--- src/rtl/fir_mac_filter.sv ---
// Time-multiplexed FIR: one registered signed multiplier walks a circular delay line
// over NTAPS cycles per sample. Coefficients live in a run-time writable RAM.
module fir_mac_filter #(
  parameter int NTAPS  = 16,
  parameter int DATA_W = 16,
  parameter int COEF_W = 16,
  parameter int ACC_W  = 40
) (
  input  logic                     clkfir,
  input  logic                     reset,
  input  logic                     s_axis_data_tvalid,
  output logic                     s_axis_data_tready,
  input  logic [DATA_W-1:0]        s_axis_data_tdata,
  output logic                     m_axis_data_tvalid,
  input  logic                     m_axis_data_tready,
  output logic [ACC_W-1:0]         m_axis_data_tdata,
  input  logic                     coef_wr_en,
  input  logic [$clog2(NTAPS)-1:0] coef_addr,
  input  logic [COEF_W-1:0]        coef_data,
  output logic                     coef_err
);
  localparam int AW = $clog2(NTAPS);
  localparam int PW = DATA_W + COEF_W;

  typedef enum logic [2:0] {FLUSH, IDLE, MAC, DRAIN, OUT} state_t;

  state_t                   state;
  logic signed [DATA_W-1:0] dline [NTAPS];
  logic signed [COEF_W-1:0] coef  [NTAPS];
  logic [AW-1:0]            wr_ptr, cnt, rd_addr;
  logic signed [PW-1:0]     prod;
  logic                     prod_vld;
  logic [ACC_W-1:0]         acc;
  logic                     drain_ph;
  logic                     coef_ok, accept;

  // Step k reads x[n-k]: walk backwards from the newest sample.
  assign rd_addr = wr_ptr - cnt;
  assign coef_ok = (state == IDLE) || (state == FLUSH);
  assign accept  = (state == IDLE) && s_axis_data_tvalid && s_axis_data_tready;

  // Coefficient RAM is deliberately left out of reset.
  always_ff @(posedge clkfir) begin
    if (coef_wr_en && coef_ok)
      coef[coef_addr] <= coef_data;
  end

  always_ff @(posedge clkfir) begin
    if (!reset) begin
      if (state == FLUSH)
        dline[cnt] <= '0;
      else if (accept)
        dline[wr_ptr] <= s_axis_data_tdata;
    end
  end

  always_ff @(posedge clkfir) begin
    if (reset) begin
      state              <= FLUSH;
      cnt                <= '0;
      wr_ptr             <= '0;
      s_axis_data_tready <= 1'b0;
      m_axis_data_tvalid <= 1'b0;
      m_axis_data_tdata  <= '0;
      coef_err           <= 1'b0;
      prod               <= '0;
      prod_vld           <= 1'b0;
      acc                <= '0;
      drain_ph           <= 1'b0;
    end else begin
      coef_err <= coef_wr_en && !coef_ok;
      prod_vld <= (state == MAC);
      if (state == MAC)
        prod <= dline[rd_addr] * coef[cnt];
      if (prod_vld)
        acc <= acc + {{(ACC_W-PW){prod[PW-1]}}, prod};

      case (state)
        FLUSH: begin
          cnt <= cnt + 1'b1;
          if (cnt == AW'(NTAPS-1)) begin
            state              <= IDLE;
            s_axis_data_tready <= 1'b1;
          end
        end
        IDLE: begin
          if (accept) begin
            s_axis_data_tready <= 1'b0;
            state              <= MAC;
            cnt                <= '0;
            acc                <= '0;
          end
        end
        MAC: begin
          cnt <= cnt + 1'b1;
          if (cnt == AW'(NTAPS-1))
            state <= DRAIN;
        end
        DRAIN: begin
          // First cycle absorbs the last product, second publishes the sum.
          drain_ph <= ~drain_ph;
          if (drain_ph) begin
            m_axis_data_tdata  <= acc;
            m_axis_data_tvalid <= 1'b1;
            state              <= OUT;
          end
        end
        OUT: begin
          if (m_axis_data_tready) begin
            m_axis_data_tvalid <= 1'b0;
            wr_ptr             <= wr_ptr + 1'b1;
            s_axis_data_tready <= 1'b1;
            state              <= IDLE;
          end
        end
        default: state <= FLUSH;
      endcase
    end
  end
endmodule

--- config.mk ---
export PLATFORM = sky130hd
export DESIGN_NAME = fir_mac_filter
export DESIGN_NICKNAME = d
export VERILOG_FILES = /design/src/rtl/fir_mac_filter.sv
export SDC_FILE = /design/constraint.sdc
export NUM_CORES = 1
export LEC_CHECK = 0
export CAP_MARGIN = 30
export CORE_ASPECT_RATIO = 1.1
export CORE_UTILIZATION = 35
export CTS_CLUSTER_SIZE = 28
export DETAILED_ROUTE_END_ITERATION = 12
export SLEW_MARGIN = 25
export SYNTH_ARGS = -nofsm -noshare
export SYNTH_HDL_FRONTEND = slang
export SYNTH_SLANG_ARGS = --single-unit
export TNS_END_PERCENT = 30
--- constraint.sdc ---
create_clock -name clkfir -period 16.4 [get_ports clkfir]
set_input_delay 2.46 -clock clkfir [delete_from_list [all_inputs] [get_ports clkfir]]
set_output_delay 2.46 -clock clkfir [all_outputs]
set_load 0.02 [all_outputs]
# Word-level counts from Yosys, hierarchy flattened
# Memories as Yosys holds them, arrays and structs flattened. A register that Yosys moved wholly into a read port is not among the register bits.
# Index checks and enable logic that the tools add are counted.
dict set report word_totals {
  ff_bits 128
  ram_bits 512
  in_bits 41
  output_inout_bits 43
  memories 2
}
# memory depth word_bits read_ports rd_clocked_by_memory_dff wr line_no
set mem_list {}
lappend mem_list {coef 16 16 1 1 1 29} ;# logic signed [COEF_W-1:0] coef [NTAPS];
lappend mem_list {dline 16 16 1 0 1 28} ;# logic signed [DATA_W-1:0] dline [NTAPS];
dict set report op_classes {
  addsub 4
  multipliers 1
  n_eq_ne 10
  mux 32
  bitwise 1
  n_reduce_logical 18
}
# operator n
set op_table {}
lappend op_table {{2-to-1 mux 40 bit} 3}
lappend op_table {{adder 40 bit} 1}
lappend op_table {{multiplier 16 x 16 -> 32 bit} 1}
lappend op_table {{2-to-1 mux 16 bit} 1}
lappend op_table {{2-to-1 mux 4 bit} 4}
lappend op_table {{OR reduction 16 bit} 1}
lappend op_table {{2-to-1 mux 1 bit} 15}
lappend op_table {{2-to-1 mux 3 bit} 5}
lappend op_table {{one-hot mux 3 bit (5 select lines)} 1}
lappend op_table {{adder 4 x 1 -> 4 bit (second input constant)} 2}
lappend op_table {{one-hot mux 4 bit (2 select lines)} 1}
lappend op_table {{== test 3 x 2 -> 1 bit (second input constant)} 2}
lappend op_table {{!= test 2 bit (second input constant)} 3}
lappend op_table {{AND reduction 2 bit} 3}
lappend op_table {{AND reduction 5 bit} 1}
lappend op_table {{== test 4 bit (second input constant)} 1}
lappend op_table {{logical AND 1 bit} 4}
lappend op_table {{!= test 2 x 1 -> 1 bit (second input constant)} 2}
lappend op_table {{AND reduction 4 bit} 1}
lappend op_table {{nonzero test 2 bit} 2}
lappend op_table {{subtractor 4 bit} 1}
lappend op_table {{== test 3 x 1 -> 1 bit (second input constant)} 1}
lappend op_table {{== test 3 bit (second input constant)} 1}
lappend op_table {{logical NOT 3 bit} 1}
lappend op_table {{other kinds (8)} 8}

# Longest topological paths before layout
# Gate-level depths: netlist of run 1.
dict set report depth {
  depth_word 9
  depth_mapped 35
}

# Worst setup path after synthesis of run 1
# No wires, ideal clock.
dict set report synth_timing {
  kind {reg2reg}
  start {register cnt[0]}
  end {register prod[30]}
  t_arrival_ns 7.936
  required_time_ns 16.279
  setup_slack_ns 8.344
  path_stages_with_launch 32
  path_cell_list {dfxtp_1 -> ha_1 -> inv_1 -> fa_1 -> buf_2 -> clkbuf_1 -> clkbuf_1 -> mux4_2 -> mux2i_1 -> a21oi_1 -> clkbuf_1 -> and2_1 -> fa_1 -> inv_1 -> fa_1 -> fa_1 -> inv_1 -> fa_1 -> fa_1 -> inv_1 -> fa_1 -> inv_1 -> ha_1 -> and3_1 -> and2_1 -> a221o_1 -> a21o_1 -> a31oi_1 -> o21bai_1 -> a31oi_1 -> or4_1 -> nand3_1}
}
dict set report synth_between {
  elab_chain_cells 3
}
# item line_no
set synth_lines {}
lappend synth_lines {{from (decl)} 30} ;# logic [AW-1:0] wr_ptr, cnt, rd_addr;
lappend synth_lines {{from (signal assigned)} 80} ;# cnt <= cnt + 1'b1;
lappend synth_lines {{from (signal assigned)} 95} ;# cnt <= cnt + 1'b1;
lappend synth_lines {{subtractor 4 bit} 38} ;# assign rd_addr = wr_ptr - cnt;
lappend synth_lines {{memory (16 x 16 bit)} n/a}
lappend synth_lines {{multiplier 16 x 16 -> 32 bit} 74} ;# prod <= dline[rd_addr] * coef[cnt];
lappend synth_lines {{to (signal assigned)} 74}
lappend synth_lines {{to (decl)} 31} ;# logic signed [PW-1:0] prod;
# Every way passes these cells.
# A chain may end at the register's enable or synchronous reset.

# Final worst setup path of run 1
dict set report layout_timing {
  start {register wr_ptr[0]}
  end {register prod[30]}
}
dict set report layout_between {
  elab_chain_cells 3
}
# item line_no
set layout_lines {}
lappend layout_lines {{from (decl)} 30}
lappend layout_lines {{from (signal assigned)} 111} ;# wr_ptr <= wr_ptr + 1'b1;
lappend layout_lines {{subtractor 4 bit} 38}
lappend layout_lines {{memory (16 x 16 bit)} n/a}
lappend layout_lines {{multiplier 16 x 16 -> 32 bit} 74}
# Every way passes these cells.

==> run metrics, run 1 <==
# DRC 0; post-synthesis sequential area ratio between 40% and 50%; fin crit share between 50% and 60%; H-tree levels 3; post-synthesis xor/xnor area fraction under 10%; Iteration-0 DRC Markers ~1.3k; Synth cell types slightly above 70; synthesis-to-layout area growth 13.6%; share of synthesized registers carrying an async set or reset 0%; routed length per instance 19.6 µm; Filler Cell Count around 9.7k; multiplexer share of the synthesized area a little over a tenth; RSZ-0062 raised after global routing false; Compound-Gate Fraction of Synth Area under 10%; TritonCTS Buffers 70; Commonest cells post-synth edfxtp_1 (512), inv_1 (302), nand2_1 (285); #FFs+latches synth between 600 and 700; setup TNS 0 ps; Worst-Skew Late Latency 620 ps; critical path required time 16900 ps; Buffers on Ports 83; core box area between 100000 and 150000 µm²; Clock Path Buffers 3; Setup Buffers After CTS 0; die width slightly above 300 µm; Slew headroom 35.3%; critical setup path kind flop to flop; clock sinks about 640; CP delay by family, top adder cells; antenna-violating nets left 0; Hold Fails Final Rpt 0; die area 105000 µm²; fmax about 110 MHz; drt total wl roughly 84000 µm; Via density 5.03; synthesized-area fraction occupied by adder cells between 10% and 20%; Ant. Diodes 0; CTS tree done; Post-CTS Resized 0; slew of the pin with the lowest slew margin 971 ps; EDFF count, synth slightly above 500; CP most frequent cell fa_1; clock skew 22.8 ps; CP Capture Type flop; Post-Syn Area 36300 µm²; Synth Flop Type edfxtp_1; post-synth net total 3210; critical path's largest stage delay around 800 ps; post-synth top area share a little over two fifths; critical path fanouts, max between 40 and 50; GRT Total Usage between 15 and 20%; initial antenna violation count 6; DR vias 21.7k; largest family of logic cells by synthesized area adder cells; # IOs 84; Slew Viols, Final 0; final setup violation count 0; DRT Pass-1 Iters 5; cell accounting for the most synthesized area edfxtp_1; HP Class flop to flop; cell with the most instances after synthesis edfxtp_1; simple-gate share of the synthesized area between 9 and 10%; max_cap viols 0; layout cells sized above 1 a little over an eighth; routability cong. 0.834; Die H 340 µm; Reg clk slew, reported paths about 60 ps; Net count, final approximately 3.3k; slowest CP cell buf_4; Synth Warn # 0; global route total overflow 0; crit path buf inv count 7; crit path launch type flop; Area contributors post-synth edfxtp_1 (42%), fa_1 (15%), mux4_2 (8.5%), dfxtp_1 (7.3%), ha_1 (4.3%); post-layout util 40.3%; CTS root buffer clkbuf_16; post-route minimum period between 8000 and 9000 ps; first-pass GRT wire length approximately 130000 µm; CP arrival 9420 ps; largest net degree at the start of global routing just under 80; outcome finished clean; Starting Density a little over a third; vias in the first global route 22.9k; Avg Inst Size Synth ~13 µm²; Post-Syn Instances between 2k and 3k; hpwl dp between 50000 and 60000 µm; hold_buf cts 0; Cell Rows 123
## sequential cells by signal, indices dropped and copies added (netlist names), named ones only
signal	cells
coef	256
dline	256
acc	40
m_axis_data_tdata	40
prod	32
cnt	4
wr_ptr	4
state	3
coef_err	1
drain_ph	1
m_axis_data_tvalid	1
prod_vld	1
s_axis_data_tready	1
## logic make-up (layout without fill, tap and decap cells)
kind of cell,count (synthesis),after routing
buffers and inverters,426,581
and+or+nand+nor,711,711
adders and majority gates,390,390
DFF,644,644
xor gates and xnor gates,67,67
muxes,208,208
AOI/OAI and AO/OA,333,333
## per-stage QoR
stage	instance area, µm²	setup slack (ps)	hold slack, ps	instances
after floorplan	36300	8340	436	2779
after global placement	39000	7570	444	4185
after detailed placement	39000	7390	446	4185
after CTS	41200	7390	454	4308
after global routing	41300	6840	474	4309
final	41300	7490	452	4309
## area by class of cell
| class | count | area (µm²) | area share (%) |
|---|---|---|---|
| Sequential cell | 644 | 18000 | 43.7 |
| Multi-Input combinational cell | 1709 | 16800 | 40.7 |
| Clock buffer | 89 | 1870 | 4.54 |
| Tap cell | 1375 | 1720 | 4.17 |
| Timing Repair Buffer | 155 | 1380 | 3.35 |
| Inverter | 303 | 1140 | 2.76 |
| Clock inverter | 34 | 332 | 0.803 |
## cells in the final DEF, fill, tap and decap left out, types with 7 or more instances in the layout
cell | Yosys | routed
nor2_1 | 164 | 135
dfxtp_1 | 132 | 129
edfxtp_1 | 512 | 512
mux2_2 | 14 | 14
nor2_2 | 0 | 29
a21oi_1 | 139 | 138
and3_1 | 7 | 7
fa_1 | 265 | 264
nand4_1 | 14 | 14
nand3_1 | 29 | 29
clkinv_2 | 0 | 8
mux2i_1 | 57 | 57
mux4_2 | 137 | 137
a21o_1 | 36 | 36
o211ai_1 | 7 | 7
nand2_1 | 285 | 285
o31ai_1 | 8 | 8
or2_2 | 8 | 8
a211oi_1 | 24 | 24
nor3_1 | 19 | 14
xor2_1 | 20 | 19
and2_1 | 41 | 41
xnor2_1 | 47 | 46
nor2b_1 | 76 | 76
o21ai_0 | 45 | 39
o21bai_1 | 11 | 11
nand2b_1 | 35 | 35
buf_4 | 1 | 72
clkdlybuf4s50_1 | 0 | 82
inv_1 | 302 | 302
clkbuf_16 | 0 | 70
clkbuf_1 | 89 | 14
ha_1 | 125 | 124
clkinv_1 | 1 | 9
a31oi_1 | 20 | 20
## path summary, 6_finish.rpt
check	from	to	slack [ps]	cells past startpoint
max	wr_ptr[0]	prod[30]	7490	29
min reg2reg	m_axis_data_tdata[34]	m_axis_data_tdata[34]	450	2
max reg2reg	wr_ptr[0]	prod[30]	7490	29
min	m_axis_data_tdata[34]	m_axis_data_tdata[34]	450	2
## layer usage
metal	share of wire, %	up-vias	GRT usage [%]
met5	0.040	-	0
met4	2.8	6	5.93
met3	4.2	125	2.12
met2	50	503	28.3
met1	43	11100	21.3
li1	-	9955	-
## tightest hold or removal path, cell delays in order (launching register included)
cell and delay (ps):
dfxtp_1 300, nand2_1 50, a21oi_1 50
Power of run 1 is not shown: default switching activity piles up to over one toggle a cycle in this logic, so the estimate is an artifact.
==> run 2, diff against run 1 <==
==> constraint.sdc (replaced) <==
create_clock -name clkfir -period 7.7 [get_ports clkfir]
set_input_delay 1.155 -clock clkfir [delete_from_list [all_inputs] [get_ports clkfir]]
set_output_delay 1.155 -clock clkfir [all_outputs]
set_load 0.02 [all_outputs]
==> run metrics, run 2 (synthesis gave the netlist of run 1 again) <==
slowest CP cell fa_2; Reg clk slew, reported paths 60 ps (about the same); Filler Cell Count 9528 (-1.5%); die width 309 µm (unchanged); Slew headroom 34.7% (-0.56 points); vias in the first global route 23.4k (+2.3%); crit path launch type flop; Iteration-0 DRC Markers 1298 (+0.78%); routed length per instance 19.2 µm (-1.9%); Clock Path Buffers 3 (unchanged); GRT Total Usage 16.7% (+0.19 points); global route total overflow 0 (unchanged); layout cells sized above 1 21.2% (+7.8 points); hold_buf cts 0 (unchanged); final setup violation count 0 (unchanged); Die H 340 µm (unchanged); critical path fanouts, max 5 (-89%); die area 105000 µm² (unchanged); area of the multi-input gates 17400 µm² (+3.6%); # IOs 84 (unchanged); critical path required time 8230 ps (-8670 ps); Top Registers coef (256), dline (256); setup TNS 0 ps (unchanged); outcome finished clean; max_cap viols 0 (unchanged); DRT Pass-1 Iters 5 (unchanged); CTS root buffer clkbuf_16; FF/Latch Area 18000 µm² (about the same); largest net degree at the start of global routing 84 (+7.7%); initial antenna violation count 3 (-3); routability cong. 0.858 (+2.9%); CP arrival 8130 ps (-1290 ps); WHS 450 ps (-2.04 ps); grt peak-use layer met2; synthesis-to-layout area growth 20.2%; Via density 4.96 (-1.4%); drt total wl 86000 µm (+1.8%); critical setup path kind flop to flop; RSZ-0062 raised after global routing true; hpwl dp 60200 µm (+7.7%); GR Util met2 29.3% (+1.1 points); H-tree levels 3 (unchanged); CP Capture Type flop; Buffers on Ports 83 (unchanged); Cell Rows 123 (unchanged); core box area 102000 µm² (unchanged); TritonCTS Buffers 70 (unchanged); HP Class flop to flop; grt met3 use 2.87% (+0.75 points); CTS tree done; # DRC 0 (unchanged); Net count, final 3473 (+4.8%); Hold Fails Final Rpt 0 (unchanged); fin crit share 98.6% (+44 points); Slew Viols, Final 0 (unchanged); CP delay by family, top adder cells; first-pass GRT wire length 134000 µm (+1.4%); DR vias 22.2k (+2.3%); critical path's largest stage delay 570 ps (-230 ps); fmax 132 MHz (+17%); commonest non-fill, non-tap cell in the layout edfxtp_1; slew of the pin with the lowest slew margin 979 ps (+8.38 ps); post-route minimum period 7600 ps (-1320 ps); most frequent cells in the layout edfxtp_1 (512), inv_1 (284), nand2_1 (281), fa_1 (254), buf_4 (189); global routing met1 resource utilization 20.7% (-0.59 points); Starting Density 35.4% (unchanged); clock skew 34.3 ps (+11.5 ps); Worst-Skew Late Latency 660 ps (+40 ps); clock sinks 644 (unchanged); antenna-violating nets left 0 (unchanged); crit path buf inv count 11 (+4)
-- run 2: changes by cell type in the layout (fill, tap and decap cells not counted), moves of 8 or more --
cell     previous run  this run
buf_6               0         9
buf_12              1        29
ha_1              124       111
a21oi_1           138       123
fa_2                1        11
a21oi_2             3        16
inv_2               0        18
buf_4              72       189
inv_1             302       284
fa_1              264       254
mux2i_2             0         8
ha_4                1        12
mux2i_1            57        43
-- run 2: what timing repair did --
| item | 4_1_cts | 5_1_grt |
|---|---|---|
| endpoints found under the setup margin | 15 | 17 |
| pin swaps | 2 | 95 |
| buffers inserted | 1 | 30 |
| gates cloned | 0 | 2 |
| gates resized for setup | 15 | 138 |
-- run 2: final timing paths --
check,from,end,slack [ps],depth (start not counted)
worst max-delay path,wr_ptr[0],prod[30],100,34
worst min-delay path,m_axis_data_tdata[4],m_axis_data_tdata[4],450,2
worst max register to register,wr_ptr[0],prod[30],100,34
worst min register to register,m_axis_data_tdata[4],m_axis_data_tdata[4],450,2
-- run 2: worst min-delay path, cell delays in order (launching register included) --
cell and delay, ps:
dfxtp_1 300, nand2_1 50, a21oi_1 50
-- run 2: metal layers --
metal,share of wire [%],wire (µm),vias up
met5,0.016,14,-
met1,42,35700,11400
li1,-,-,10300
met2,51,44200,416
met3,4.6,3940,129
met4,2.4,2090,2
-- run 2: layout make-up --
class / instances / share of cell area [%]
diodes: 2 / 0.0115
clock buffers: 89 / 4.41
clock inverters: 34 / 0.932
inverters: 303 / 2.61
multi-input cells: 1709 / 39.9
flip-flops and latches: 644 / 41.3
well taps: 1375 / 3.94
repair buffers: 314 / 6.91
-- run 2: stage by stage --
stage	setup slack (ps)	util (%)	instance area [µm²]	std cells
after floorplan	0.743	-	36300	2779
after global placement	-133	39.4	40300	4313
after detailed placement	-193	39.4	40300	4313
after CTS	-28.9	41.7	42700	4437
after global routing	-157	42.6	43600	4468
final	105	42.6	43600	4470
Power of run 2 is left out for the same reason.
